`src/rtl/mdu_if.sv`:
```
// Request/response handshake bundle for the iterative multiply/divide unit.
interface mdu_if #(
  parameter int WIDTH = 32
);
  logic             flush;
  logic             req_valid;
  logic             req_ready;
  logic [2:0]       mdu_op;
  logic [WIDTH-1:0] mdu_src1;
  logic [WIDTH-1:0] mdu_src2;
  logic             res_valid;
  logic             res_ready;
  logic [WIDTH-1:0] mdu_res;
  logic             res_zero;

  modport master (
    output flush, req_valid, mdu_op, mdu_src1, mdu_src2, res_ready,
    input  req_ready, res_valid, mdu_res, res_zero
  );

  modport slave (
    input  flush, req_valid, mdu_op, mdu_src1, mdu_src2, res_ready,
    output req_ready, res_valid, mdu_res, res_zero
  );
endinterface

```
`src/rtl/mdu.sv`:
```
// RV32M multiply/divide unit: radix-2 shift-add multiply and restoring divide
// over WIDTH cycles, with a one-cycle path for divide-by-zero and signed overflow.
module mdu #(
  parameter int WIDTH = 32
) (
  input logic  clk,
  input logic  rst_n,
  mdu_if.slave bus
);
  localparam int CW = $clog2(WIDTH + 1);

  typedef enum logic [1:0] {IDLE, CALC, FIX, DONE} state_t;

  state_t             state_q, state_d;
  logic [CW-1:0]      cnt_q, cnt_d;
  logic [2:0]         op_q, op_d;
  logic               signA_q, signA_d;
  logic               signB_q, signB_d;
  logic [2*WIDTH-1:0] work_q, work_d;
  logic [WIDTH-1:0]   opnd_q, opnd_d;
  logic [WIDTH-1:0]   mduRes_q, mduRes_d;

  logic               reqReady;
  logic               s1Signed, s2Signed, negA, negB;
  logic [WIDTH-1:0]   magA, magB;
  logic [WIDTH-1:0]   minNeg;
  logic [WIDTH:0]     mulSum, divTrial;
  logic [2*WIDTH-1:0] prodFixed;
  logic [WIDTH-1:0]   quoFixed, remFixed;

  assign minNeg   = {1'b1, {(WIDTH-1){1'b0}}};
  assign reqReady = (state_q == IDLE) && !bus.flush;

  assign s1Signed = (bus.mdu_op == 3'b001) || (bus.mdu_op == 3'b010) ||
                    (bus.mdu_op == 3'b100) || (bus.mdu_op == 3'b110);
  assign s2Signed = (bus.mdu_op == 3'b001) || (bus.mdu_op == 3'b100) ||
                    (bus.mdu_op == 3'b110);
  assign negA     = s1Signed && bus.mdu_src1[WIDTH-1];
  assign negB     = s2Signed && bus.mdu_src2[WIDTH-1];
  assign magA     = negA ? -bus.mdu_src1 : bus.mdu_src1;
  assign magB     = negB ? -bus.mdu_src2 : bus.mdu_src2;

  // work_q holds {acc, multiplier} for multiply and {remainder, dividend/quotient} for divide.
  assign mulSum    = {1'b0, work_q[2*WIDTH-1:WIDTH]} + (work_q[0] ? {1'b0, opnd_q} : '0);
  assign divTrial  = {work_q[2*WIDTH-1:WIDTH], work_q[WIDTH-1]} - {1'b0, opnd_q};
  assign prodFixed = (signA_q ^ signB_q) ? -work_q : work_q;
  assign quoFixed  = (signA_q ^ signB_q) ? -work_q[WIDTH-1:0] : work_q[WIDTH-1:0];
  assign remFixed  = signA_q ? -work_q[2*WIDTH-1:WIDTH] : work_q[2*WIDTH-1:WIDTH];

  always_comb begin
    state_d  = state_q;
    cnt_d    = cnt_q;
    op_d     = op_q;
    signA_d  = signA_q;
    signB_d  = signB_q;
    work_d   = work_q;
    opnd_d   = opnd_q;
    mduRes_d = mduRes_q;
    unique case (state_q)
      IDLE: begin
        if (bus.req_valid && reqReady) begin
          op_d    = bus.mdu_op;
          signA_d = negA;
          signB_d = negB;
          if (bus.mdu_op[2] && (bus.mdu_src2 == '0)) begin
            mduRes_d = bus.mdu_op[1] ? bus.mdu_src1 : '1;
            state_d  = DONE;
          end else if (bus.mdu_op[2] && !bus.mdu_op[0] &&
                       (bus.mdu_src1 == minNeg) && (bus.mdu_src2 == '1)) begin
            mduRes_d = bus.mdu_op[1] ? '0 : bus.mdu_src1;
            state_d  = DONE;
          end else begin
            state_d = CALC;
            cnt_d   = CW'(WIDTH);
            if (bus.mdu_op[2]) begin
              work_d = {{WIDTH{1'b0}}, magA};
              opnd_d = magB;
            end else begin
              work_d = {{WIDTH{1'b0}}, magB};
              opnd_d = magA;
            end
          end
        end
      end
      CALC: begin
        cnt_d = cnt_q - 1'b1;
        if (op_q[2]) begin
          // A borrow means the trial subtraction failed: keep the shifted remainder.
          work_d = divTrial[WIDTH] ? {work_q[2*WIDTH-2:0], 1'b0}
                                   : {divTrial[WIDTH-1:0], work_q[WIDTH-2:0], 1'b1};
        end else begin
          work_d = {mulSum, work_q[WIDTH-1:1]};
        end
        if (cnt_q == CW'(1)) state_d = FIX;
      end
      FIX: begin
        if (op_q[2])                  mduRes_d = op_q[1] ? remFixed : quoFixed;
        else if (op_q[1:0] == 2'b00)  mduRes_d = prodFixed[WIDTH-1:0];
        else                          mduRes_d = prodFixed[2*WIDTH-1:WIDTH];
        state_d = DONE;
      end
      DONE: begin
        if (bus.res_ready) state_d = IDLE;
      end
      default: state_d = IDLE;
    endcase
    if (bus.flush) state_d = IDLE;
  end

  always_ff @(posedge clk) begin
    if (!rst_n) begin
      state_q  <= IDLE;
      cnt_q    <= '0;
      op_q     <= '0;
      signA_q  <= 1'b0;
      signB_q  <= 1'b0;
      work_q   <= '0;
      opnd_q   <= '0;
      mduRes_q <= '0;
    end else begin
      state_q  <= state_d;
      cnt_q    <= cnt_d;
      op_q     <= op_d;
      signA_q  <= signA_d;
      signB_q  <= signB_d;
      work_q   <= work_d;
      opnd_q   <= opnd_d;
      mduRes_q <= mduRes_d;
    end
  end

  assign bus.req_ready = reqReady;
  assign bus.res_valid = (state_q == DONE);
  assign bus.mdu_res   = mduRes_q;
  assign bus.res_zero  = (state_q == DONE) && (mduRes_q == '0);
endmodule

```
`src/flat_wrapper.sv`:
```
// flat-port wrapper written by rule: the top's interface ports become plain ports
module mdu_flat 
#(
  parameter int WIDTH = 32
)
  (clk, rst_n, bus_flush, bus_req_valid, bus_mdu_op, bus_mdu_src1, bus_mdu_src2, bus_res_ready, bus_req_ready, bus_res_valid, bus_mdu_res, bus_res_zero);
  mdu_if #(.WIDTH(WIDTH)) bus_i ();
  input logic clk;
  input logic rst_n;
  input wire logic [$bits(bus_i.flush)-1:0] bus_flush;
  input wire logic [$bits(bus_i.req_valid)-1:0] bus_req_valid;
  input wire logic [$bits(bus_i.mdu_op)-1:0] bus_mdu_op;
  input wire logic [$bits(bus_i.mdu_src1)-1:0] bus_mdu_src1;
  input wire logic [$bits(bus_i.mdu_src2)-1:0] bus_mdu_src2;
  input wire logic [$bits(bus_i.res_ready)-1:0] bus_res_ready;
  output wire logic [$bits(bus_i.req_ready)-1:0] bus_req_ready;
  output wire logic [$bits(bus_i.res_valid)-1:0] bus_res_valid;
  output wire logic [$bits(bus_i.mdu_res)-1:0] bus_mdu_res;
  output wire logic [$bits(bus_i.res_zero)-1:0] bus_res_zero;
  assign bus_i.flush = bus_flush;
  assign bus_i.req_valid = bus_req_valid;
  assign bus_i.mdu_op = bus_mdu_op;
  assign bus_i.mdu_src1 = bus_mdu_src1;
  assign bus_i.mdu_src2 = bus_mdu_src2;
  assign bus_i.res_ready = bus_res_ready;
  assign bus_req_ready = bus_i.req_ready;
  assign bus_res_valid = bus_i.res_valid;
  assign bus_mdu_res = bus_i.mdu_res;
  assign bus_res_zero = bus_i.res_zero;
  mdu #(.WIDTH(WIDTH)) u_core (.clk(clk), .rst_n(rst_n), .bus(bus_i));
endmodule
```
`config.mk`:
```
export PLATFORM = sky130hd
export DESIGN_NAME = mdu_flat
export DESIGN_NICKNAME = d
export VERILOG_FILES = /design/src/rtl/mdu_if.sv /design/src/rtl/mdu.sv /design/src/flat_wrapper.sv
export SDC_FILE = /design/constraint.sdc
export NUM_CORES = 1
export LEC_CHECK = 0
export CAP_MARGIN = 25
export CORE_ASPECT_RATIO = 0.8
export CORE_MARGIN = 4
export CORE_UTILIZATION = 60
export DETAILED_ROUTE_END_ITERATION = 12
export HOLD_SLACK_MARGIN = 0.12
export PLACE_DENSITY = 0.81
export SYNTH_ARGS = -nofsm -noshare
export SYNTH_HDL_FRONTEND = slang
export SYNTH_SLANG_ARGS = --single-unit
```
`constraint.sdc`:
```
create_clock -name clk -period 4.19 [get_ports clk]
set_input_delay 0.419 -clock clk [delete_from_list [all_inputs] [get_ports clk]]
set_output_delay 0.419 -clock clk [all_outputs]
set_load 0.01 [all_outputs]
```
== After elaboration in Yosys (flattened, before gate mapping) ==
Cells that the tools add are included.

* Add/subtract/negate cells: 8
* Equal/unequal tests: 16
* Multiplexer cells: 33
* Bitwise logic cells: 4
* Reductions and logical operators: 28

{| class="wikitable"
|+ Operators by type and width
! operator !! count
|-
| $mux 32 || 15
|-
| $mux 64 || 6
|-
| $neg 32->32 || 4
|-
| $pmux 64 s2 || 1
|-
| $eq 32x32->1 const B || 2
|-
| $logic_not 32->1 || 2
|-
| $neg 64->64 || 1
|-
| $pmux 32 s2 || 1
|-
| $add 32x33->33 || 1
|-
| $sub 33x32->33 || 1
|-
| $mux 6 || 3
|-
| $pmux 6 s2 || 1
|-
| $mux 2 || 5
|-
| $logic_and 1x1->1 || 9
|-
| $ne 2x2->1 const B || 4
|-
| $pmux 2 s4 || 1
|-
| $reduce_and 4->1 || 2
|-
| $eq 3x3->1 const B || 2
|-
| $eq 6x1->1 const B || 1
|-
| $reduce_and 3->1 || 2
|-
| $sub 6x1->6 const B || 1
|-
| $logic_or 1x1->1 || 5
|-
| $eq 2x2->1 const B || 2
|-
| $logic_not 2->1 || 2
|-
| 11 further kinds || 15
|}

* Flip-flop bits (word level): 141
* Bits of input ports: 72
* Output and inout bits: 35
* Word-level logic and storage cells: 97

== Logic depth before layout (Yosys ltp) ==
* Depth in word-level cells: 11
* Gate-level depth with buffers: 15
* Depth with buffers taken out: 13

== Worst setup path after synthesis ==
OpenSTA, ideal clock, no wires.

* Path kind: flip-flop to flip-flop
* From: register u_core.work_q[0]
* To: register u_core.work_q[55]
* Setup time: 0.130 ns
* Arrival time: 3.042 ns
* Data required time: 4.060 ns
* Path slack: 1.018 ns
* Cell stages (with the launch flop): 15
* Path buffers: 2
* Period minus slack after synthesis: 3.172 ns
* Path through: dfxtp_1 clkbuf_1 inv_1 clkbuf_1 nor2_1 ha_1 a21oi_1 nor3b_1 a211oi_1 a211o_1 a221o_1 a311oi_1 xnor2_1 a22oi_1 o21ai_0

* Longest elaborated chain between the ends: 4

{| class="wikitable"
|+ Ends and longest elaborated chain
! what !! RTL line !! source
|-
| start, declared || mdu.sv:19 || <nowiki>logic [2*WIDTH-1:0] work_q, work_d;</nowiki>
|-
| start signal, assigned || mdu.sv:126 || <nowiki>work_q <= work_d;</nowiki>
|-
| $mux 32 || mdu.sv:44 || <nowiki>assign mulSum = {1'b0, work_q[2*WIDTH-1:WIDTH]} + (work_q[0] ? {1'b0, opnd_q} : '0);</nowiki>
|-
| $add 32x33->33 || mdu.sv:44 ||
|-
| $mux 64 || mdu.sv:87 || <nowiki>if (op_q[2]) begin</nowiki>
|-
| $pmux 64 s2 || mdu.sv:59 || <nowiki>unique case (state_q)</nowiki>
|}

No other way between the ends.
A chain may end at the register's enable or synchronous reset.

== Worst setup path after layout ==
* From: register u_core.opnd_q[16]
* To: register u_core.work_q[41]

* Longest elaborated chain between the ends: 4

{| class="wikitable"
|+ Ends and longest elaborated chain
! what !! RTL line !! source
|-
| start, declared || mdu.sv:20 || <nowiki>logic [WIDTH-1:0] opnd_q, opnd_d;</nowiki>
|-
| start signal, assigned || mdu.sv:127 || <nowiki>opnd_q <= opnd_d;</nowiki>
|-
| $sub 33x32->33 || mdu.sv:45 || <nowiki>assign divTrial = {work_q[2*WIDTH-1:WIDTH], work_q[WIDTH-1]} - {1'b0, opnd_q};</nowiki>
|-
| $mux 64 || mdu.sv:89 || <nowiki>work_d = divTrial[WIDTH] ? {work_q[2*WIDTH-2:0], 1'b0}</nowiki>
|-
| $mux 64 || mdu.sv:87 ||
|-
| $pmux 64 s2 || mdu.sv:59 ||
|}

No other way between the ends.

==> key figures <==
Place
  – Placed Instances: 2544
  – Placed standard-cell area: 16900 um^2
  – I/O Buffers: 106
  – Gpl congestion: 1.06
  – DP Wirelength: 47200 um

Clock network
  – Root Buffer: clkbuf_16
  – CTS sink count: 141
  – CTS tree: done
  – Reg clk slew, reported paths: 0.07 ns
  – # hold bufs at CTS: 0
  – Max clock buf depth: 2
  – Worst skew pair latency: 0.45 ns
  – H-tree depth: 4
  – CTS buffer count: 17

Power and ir drop
  – Internal power: 0.00280 W
  – Combinational share of power: 0.307
  – Design Power: 0.00444 W
  – PD cells: 253 nW/um^2
  – Net Sw Power: 0.00164 W
  – Seq pwr share: 0.332
  – Leakage: 6.85 nW
  – Max VDD drop: 0.325 mV
  – Switching portion of total power: 0.370
  – Clock share of power: 0.361

Critical path
  – WS Path Type: reg2reg
  – Critical Path Fanout Max: 26
  – CP endpoint kind: flip-flop
  – Critical path launch point type: flip-flop
  – Critical path arrival: 4.23 ns
  – WP data required: 4.54 ns

Floorplanning
  – Die area: 28300 um^2
  – Starting Density: 0.609
  – Die X: 187 um
  – Rows: 52
  – # IOs: 107
  – Placeable Area: 25200 um^2
  – Die height: 151 um

Global route
  – GRT Residual Overflow: 0
  – First-pass GRT wire length: 93000 um
  – GRT Util Overall: 0.418
  – Antenna violations before repair: 0
  – Largest net degree at the start of global routing: 77
  – Vias in the first global route: 15900

Timing
  – Final setup violation count: 0
  – Worst hold margin: 0.472 ns
  – Total negative setup slack: 0 ns
  – Max frequency: 258 MHz
  – Fin crit share: 0.925
  – RSZ-0062 raised after global routing: no
  – Hold Vio Cnt, Final: 0
  – Clock Skew: 0.0153 ns
  – Slew Limit Fails: 0
  – Max_slew headroom: 0.383
  – Final min period: 3.88 ns
  – Worst-margin pin slew: 0.926 ns

Yosys
  – Post-synth EDFFs: 0
  – Async SR Flop Fraction: 0
  – Syn_nets: 2338
  – Synthesized area per cell: 7.02 um^2
  – Seq/Total Area, Yosys: 0.184
  – Cells after Synth: 2189
  – Syn. warnings: 0
  – FF+latch count, synth: 141
  – Mapped Area: 15400 um^2
  – Unique masters post-synth: 87
  – Top FF cell, synth: dfxtp_1

Drt
  – Drt wl/cell: 23.9 um
  – Drc violations: 0
  – WL final: 61600 um
  – Iter 0 DRT Violations: 2764
  – Vias per cell: 6.95
  – Antenna Nets Post-Route: 0
  – 1st-pass router iterations: 7
  – Via count of the routed design: 17900

Cells and area
  – Inserted Diodes: 0
  – Post-route design area: 17500 um^2
  – Fill cell count: 2198
  – Non-filler cells, final: 2581
  – FF+latch area: 2820 um^2
  – Post-synthesis to final-layout area growth: 13.9%
  – Share of cells above drive strength 1: 0.0784
  – Nets: 2393
  – Multi-input logic area: 11600 um^2

Run
  – Max_cap viols: 0

Status
  – Status: completed

Hold path
  – Hold Path Class: reg2reg
-- power groups by stage --
stage	clock network [W]	registers (W)	logic, W
2_1_floorplan	0	0.00146	0.000862
3_3_place_gp	0	0.00149	0.00127
3_5_place_dp	0	0.00149	0.00129
4_1_cts	0.00158	0.00146	0.00130
5_1_grt	0.00164	0.00147	0.00145
6_report	0.00160	0.00147	0.00136
-- worst max-delay path, stage by stage (launching register included) --
cell     delay, ns
dfxtp_1       0.34
inv_1         0.08
ha_1          0.42
nand4_1       0.22
nor4_1        0.62
nand3_1       0.15
a21oi_1       0.49
o31ai_1       0.22
xnor2_2       0.22
buf_4         0.22
buf_12        0.21
mux2i_1       0.20
o21ai_0       0.13
a22o_1        0.24
-- stage by stage --
| step | util | setup slack (ns) |
|---|---|---|
| 6_report | 0.693 | 0.315 |
| 4_1_cts | 0.692 | 0.306 |
| 3_3_place_gp | 0.668 | 0.258 |
| 2_1_floorplan | - | 1.02 |
| 5_1_grt | 0.693 | 0.126 |
| 3_5_place_dp | 0.669 | 0.323 |
-- synth_stat cells, drive strengths merged (9+ instances only) --
cell type	instances	share of area
buf	43	0.015
a21o	34	0.017
mux2i	58	0.038
nand3	42	0.014
o21a	17	0.0083
nor2	262	0.064
inv	83	0.020
o22ai	15	0.0070
dfxtp	141	0.18
and2	9	0.0037
and4	11	0.0063
o221ai	24	0.015
nand4	29	0.012
and3	11	0.0045
xnor2	106	0.060
nand2	218	0.054
mux2	15	0.011
a22oi	13	0.0063
clkbuf	119	0.029
nor3	63	0.021
o31ai	25	0.012
o211ai	22	0.011
a211oi	69	0.034
or4	13	0.0066
o21ai	155	0.051
xor2	91	0.052
a21oi	193	0.063
nand2b	18	0.0073
ha	75	0.061
o41ai	15	0.0095
or3	18	0.0073
nor2b	12	0.0049
a31oi	33	0.013
nor4	37	0.018
-- cells in the final DEF, fill, tap and decap left out, drive strengths merged, types with 11 or more instances in the layout --
cell	instances
clkbuf	21
and3	11
or3	18
a211oi	69
buf	93
dfxtp	141
nor3	63
nor2	262
inv	86
o211ai	22
o22ai	15
o21a	17
nand2	218
xor2	91
a22oi	13
and4	11
nand3	42
a21o	34
mux2i	58
nand2b	18
clkdlybuf4s50	105
nand4	29
xnor2	106
o221ai	24
a31oi	33
or4	13
nor2b	12
a21oi	193
o41ai	15
nor4	37
o31ai	25
ha	75
o21ai	155
mux2	15
-- cell families after synthesis --
| family | count (synthesis) | synth area share |
|---|---|---|
| flops | 141 | 0.184 |
| simple gates | 760 | 0.232 |
| mux | 73 | 0.0488 |
| compound gates | 694 | 0.294 |
| xor+xnor | 197 | 0.112 |
| fa+ha+maj | 78 | 0.0643 |
| buf+inv | 246 | 0.0649 |
-- flip-flops by register name, summed over array words and instances (netlist names) --
| name | cells |
|---|---|
| u_core.state_q | 2 |
| u_core.signB_q | 1 |
| u_core.opnd_q | 32 |
| u_core.work_q | 64 |
| u_core.signA_q | 1 |
| u_core.bus.mdu_res | 32 |
| u_core.op_q | 3 |
| u_core.cnt_q | 6 |
-- what timing repair did --
| item | CTS | global route |
|---|---|---|
| buffers inserted | 0 | 5 |
| setup endpoints to repair | 0 | 3 |
| hold endpoints to repair | 0 | 0 |
| resized for setup | 0 | 0 |
-- path summary, 6_finish.rpt --
path / start / end / slack, ns / depth (start not counted)
setup / recovery: u_core.opnd_q[16]$_SDFFE_PN0P_ / u_core.work_q[41]$_SDFFE_PN0P_ / 0.31 / 13
hold / removal: u_core.bus.mdu_res[17]$_SDFFE_PN0P_ / u_core.bus.mdu_res[17]$_SDFFE_PN0P_ / 0.47 / 2
setup reg to reg: u_core.opnd_q[16]$_SDFFE_PN0P_ / u_core.work_q[41]$_SDFFE_PN0P_ / 0.31 / 13
hold reg to reg: u_core.bus.mdu_res[17]$_SDFFE_PN0P_ / u_core.bus.mdu_res[17]$_SDFFE_PN0P_ / 0.47 / 2
-- layout make-up --
type / instances / share of cell area
Multi-Input combinational cell: 1802 / 0.662
Clock inverter: 11 / 0.00765
Tap cell: 324 / 0.0232
Timing Repair Buffer: 198 / 0.102
Clock buffer: 21 / 0.0257
Sequential cell: 141 / 0.161
Inverter: 84 / 0.0180
-- layer usage --
metal | vias up | part of all wire | track usage
met3 | 197 | 0.14 | 0.112
met2 | 1328 | 0.40 | 0.589
met4 | 0 | 0.041 | 0.154
met1 | 8346 | 0.42 | 0.608
met5 | - | 0 | 0
li1 | 8078 | - | -
(Power assumes the default switching activity.)
